$ cat config.mk
export PLATFORM = sky130hd
export DESIGN_NAME = booth_multiplier
export DESIGN_NICKNAME = d
export VERILOG_FILES = /design/src/rtl/booth_multiplier.sv
export SDC_FILE = /design/constraint.sdc
export NUM_CORES = 1
export LEC_CHECK = 0
export ABC_CLOCK_PERIOD_IN_PS = 6200
export CAP_MARGIN = 20
export CORE_UTILIZATION = 35
export CTS_BUF_LIST = sky130_fd_sc_hd__clkbuf_4
export CTS_CLUSTER_SIZE = 40
export DETAILED_ROUTE_END_ITERATION = 10
export GPL_TIMING_DRIVEN = 0
export PLACE_DENSITY = 0.57
export SLEW_MARGIN = 10
export SYNTH_ARGS = -nofsm -noshare
export SYNTH_HDL_FRONTEND = slang
export SYNTH_SLANG_ARGS = --single-unit
$ cat constraint.sdc
create_clock -name clock -period 6.2 [get_ports clock]
set_input_delay 0.93 -clock clock [delete_from_list [all_inputs] [get_ports clock]]
set_output_delay 0.93 -clock clock [all_outputs]
set_load 0.02 [all_outputs]
$ cat src/rtl/booth_multiplier.sv
// booth_multiplier: multi-cycle signed radix-2 Booth multiplier, low WIDTH bits plus overflow flag.
module booth_multiplier #(
    parameter int WIDTH = 32
) (
    input  logic             clock,
    input  logic             reset_n,
    input  logic             start,
    input  logic [WIDTH-1:0] operand_a,
    input  logic [WIDTH-1:0] operand_b,
    output logic [WIDTH-1:0] result,
    output logic             exception,
    output logic             result_rdy,
    output logic             busy
);
    localparam int CW = $clog2(WIDTH);

    typedef enum logic {IDLE, RUN} state_t;

    state_t           state, next_state;
    logic [WIDTH:0]   m, acc, sum, acc_n;
    logic [WIDTH-1:0] q, q_n;
    logic             q_1;
    logic [CW-1:0]    cnt;
    logic [1:0]       booth;
    logic [WIDTH:0]   prod_hi;
    logic             accept, last, ovf;

    always_ff @(posedge clock)
        state <= !reset_n ? IDLE : next_state;

    always_comb begin
        accept     = state == IDLE && start;
        last       = state == RUN && cnt == CW'(WIDTH - 1);
        next_state = accept ? RUN : last ? IDLE : state;
    end

    // One Booth step: conditional add/subtract, then arithmetic shift of {acc, q, q_1}.
    always_comb begin
        booth   = {q[0], q_1};
        sum     = booth == 2'b01 ? acc + m : booth == 2'b10 ? acc - m : acc;
        acc_n   = {sum[WIDTH], sum[WIDTH:1]};
        q_n     = {sum[0], q[WIDTH-1:1]};
        prod_hi = {acc_n[WIDTH-1:0], q_n[WIDTH-1]};
        ovf     = !(&prod_hi || ~|prod_hi);
    end

    always_ff @(posedge clock) begin
        if (!reset_n) begin
            m          <= '0;
            acc        <= '0;
            q          <= '0;
            q_1        <= 1'b0;
            cnt        <= '0;
            result     <= '0;
            exception  <= 1'b0;
            result_rdy <= 1'b0;
        end else begin
            result_rdy <= last;
            if (accept) begin
                m   <= {operand_a[WIDTH-1], operand_a};
                acc <= '0;
                q   <= operand_b;
                q_1 <= 1'b0;
                cnt <= '0;
            end else if (state == RUN) begin
                acc <= acc_n;
                q   <= q_n;
                q_1 <= q[0];
                cnt <= cnt + CW'(1);
            end
            if (last) begin
                result    <= q_n;
                exception <= ovf;
            end
        end
    end

    assign busy = state == RUN;
endmodule

==> flow_summary.ini <==
[run_status]
run_status = complete, no violations

[clock_network]
tritoncts = done
cts_setup_buffers = 0
clk_pin_slew_worst_paths_ps = 150
clock_buffers_created_by_tritoncts = 17
hold_buffers = 0
clock_insertion_delay_at_the_later_pin_of_the_skew_report_ps = 560
ctsRootBufferMaster = sky130_fd_sc_hd__clkbuf_4
clock_sink_count = 137
cts-root-to-sink-buffers = 2
post_cts_resize_count = 0
htree_levels = 4

[pwr]
cellLeakagePower_nw = 4.74
vdd.ir_drop.worst_uv = 130
power_density_nw_per_um2 = 188

[sta]
worst_slew_pin_slew_ps = 1120
timing.setup.tns_ps = 0
timing.fmax_ghz = 0.222
maxSlewHeadroom = 0.251
skew_ps = 31.9
grt_setup_unrepaired = false
finalCritPeriodShare = 0.726
hold_violations = 0
final-setup-viol-count = 0
period_needed_ps = 4500
pins_over_slew_limit = 0

[placed_design]
detailed_place_hpwl_um = 28100
io_buffer_count = 100
post_dp_cell_area_um2 = 11500
dp.cells = 1767
place.gp.congestion = 0.992

[global_route]
grt-ovfl-total = 0
track_usage = 0.247
grt_pass1_vias = 9698
grt_antenna_before_repair = 1
grt_pass1_wl_um = 55100
grt_start_max_net_pins = 17

[route]
first_pass_iteration_count_of_the_detailed_router = 5
wirelength_um = 35800
drtAntennaViolNets = 0
detail_route.iter0.violations = 709
met3WireLength_um = 2750
detailroute.wirelength.met2_um = 16300
routed_met1_length_um = 16000
vias = 10000
routedWlPerCell_um = 19.9
detail_route.vias_per_cell = 5.58
remaining_drc_errors = 0
top_layer = met4

[synth]
ff_latch_count_synth = 137
yosys_warnings = 0
synth.area.top_cells = sky130_fd_sc_hd__dfxtp_1, sky130_fd_sc_hd__ha_1, sky130_fd_sc_hd__mux2i_1, sky130_fd_sc_hd__nand2_1, sky130_fd_sc_hd__nor2_1
synth_seq_area_share = 0.274
synth_top_area_cell = sky130_fd_sc_hd__dfxtp_1
dominantRegCellSynth = sky130_fd_sc_hd__dfxtp_1
synth.lib_cells_used.distinct = 83
synthesis.nets = 1424
async_reset_ff_frac = 0
yosysTopAreaCellShare = 0.274
syn-cell-area_um2 = 10000
syn_area_per_cell_um2 = 7.77
syn_inst = 1288
synth-edff-count = 0

[setup_path]
startpoint_type = flip-flop
cp.required_ps = 6630
critical_path.endpoint_type = flip-flop
arrival_ps = 4930
timing.reg2reg.setup_slack_ps = 1700
path_max_fanout = 5
path_type_of_the_worst_setup_path = reg2reg

[floorplanning]
floorplan.die.width_um = 171
floorplan.core_area_um2 = 27900
initial_core_util = 0.358
row_count = 61
fp.dieH_um = 171
die-area_um2 = 29300
boundaryPins = 102

[layout]
final_cell_mix = sky130_fd_sc_hd__nand2_1, sky130_fd_sc_hd__dfxtp_1, sky130_fd_sc_hd__nor2_1
layout.cells.most_common = sky130_fd_sc_hd__nand2_1
postLayoutCellArea_um2 = 11800
instances_no_fill = 1801
final_layout_size_suffix_gt1_frac = 0.0570
final_nets = 1544
flow.area_growth_from_synthesis_pct = 17.6

[worst_hold_path]
min-delay-path-class = reg2reg

[job]
max_cap_violations = 0
## Yosys cell counts, types with 4 or more instances
cell	count
sky130_fd_sc_hd__inv_1	60
sky130_fd_sc_hd__o211a_1	6
sky130_fd_sc_hd__a221oi_1	15
sky130_fd_sc_hd__nand2_1	168
sky130_fd_sc_hd__ha_1	67
sky130_fd_sc_hd__or2_2	4
sky130_fd_sc_hd__nor3_1	26
sky130_fd_sc_hd__a2111oi_0	4
sky130_fd_sc_hd__o211ai_1	13
sky130_fd_sc_hd__xor2_1	8
sky130_fd_sc_hd__buf_1	7
sky130_fd_sc_hd__nor4_1	9
sky130_fd_sc_hd__nor2_1	115
sky130_fd_sc_hd__xnor2_1	27
sky130_fd_sc_hd__a21o_1	9
sky130_fd_sc_hd__nand4_1	18
sky130_fd_sc_hd__buf_2	13
sky130_fd_sc_hd__nor2b_1	14
sky130_fd_sc_hd__o221a_2	5
sky130_fd_sc_hd__a22o_1	32
sky130_fd_sc_hd__o311ai_0	4
sky130_fd_sc_hd__nor3b_1	4
sky130_fd_sc_hd__nand3_1	10
sky130_fd_sc_hd__a211oi_1	16
sky130_fd_sc_hd__o21a_1	7
sky130_fd_sc_hd__or3_1	5
sky130_fd_sc_hd__o21bai_1	8
sky130_fd_sc_hd__and2_1	34
sky130_fd_sc_hd__o21ai_0	66
sky130_fd_sc_hd__clkbuf_1	59
sky130_fd_sc_hd__o22ai_1	5
sky130_fd_sc_hd__and3_1	15
sky130_fd_sc_hd__a31oi_1	9
sky130_fd_sc_hd__dfxtp_1	137
sky130_fd_sc_hd__mux2_2	4
sky130_fd_sc_hd__a21boi_0	33
sky130_fd_sc_hd__a21oi_1	84
sky130_fd_sc_hd__o31ai_1	17
sky130_fd_sc_hd__or4_1	6
sky130_fd_sc_hd__nand2b_1	12
sky130_fd_sc_hd__mux2i_1	67
sky130_fd_sc_hd__o31a_1	7
## path summary, 6_finish.rpt
kind,start,end,depth (start not counted)
worst max-delay path,m[0],exception,13
worst min-delay path,m[30],m[30],2
worst max register to register,m[0],exception,13
worst min register to register,m[30],m[30],2
## report_power, final
part           internal [mW]  switching, mW
Sequential             0.913         0.0377
Combinational          0.251          0.398
Clock                  0.215          0.398
## per-layer routing
| metal | global-route usage | vias to the layer above |
|---|---|---|
| met1 | 0.322 | 4762 |
| met4 | 0.0675 | 0 |
| li1 | - | 4870 |
| met2 | 0.403 | 366 |
| met5 | 0 | - |
| met3 | 0.0585 | 50 |
## area by class of cell
cell class / count / area, µm²
antenna: 2 / 5.00
buffer: 82 / 335
clock buffer: 17 / 128
clock inverter: 15 / 154
fill: 2947 / 16200
inverter: 64 / 240
multi-input combinational: 1005 / 6690
sequential: 137 / 2740
tap: 378 / 473
timing repair buffer: 101 / 1000
## state kept, by name, summed over array words and instances (netlist names)
signal      count
q_1             1
m              32
result         32
cnt             5
acc            32
q              32
result_rdy      1
exception       1
busy            1
## worst max-delay path, stage by stage, from the launching register on
cell	delay, ps
sky130_fd_sc_hd__dfxtp_1	410
sky130_fd_sc_hd__ha_1	160
sky130_fd_sc_hd__inv_1	40
sky130_fd_sc_hd__fa_1	400
sky130_fd_sc_hd__a21o_1	220
sky130_fd_sc_hd__a221o_1	370
sky130_fd_sc_hd__a221oi_2	600
sky130_fd_sc_hd__o21ai_1	320
sky130_fd_sc_hd__a41oi_1	320
sky130_fd_sc_hd__xnor2_1	270
sky130_fd_sc_hd__a21oi_1	160
sky130_fd_sc_hd__or4b_1	550
sky130_fd_sc_hd__nor4_1	470
sky130_fd_sc_hd__nor3_1	90
## per-stage QoR
stage          hold WS [ps]  setup slack [ps]  power (mW)  utilization
2_1_floorplan           461              2820        1.39            -
4_1_cts                 500              1810        2.22        0.421
3_5_place_dp            463              1870        1.60        0.411
6_report                495              1700        2.21        0.422
3_3_place_gp            463              1820        1.60        0.411
5_1_grt                 514              1630        2.32        0.422
## kinds of logic after synthesis
family,share of synthesized area
flops,0.274
xor+xnor,0.0306
simple gates,0.216
compound gates,0.263
mux,0.0715
fa+ha+maj,0.0877
buf+inv,0.0575
No activity file was read; power rests on OpenSTA's default activity.
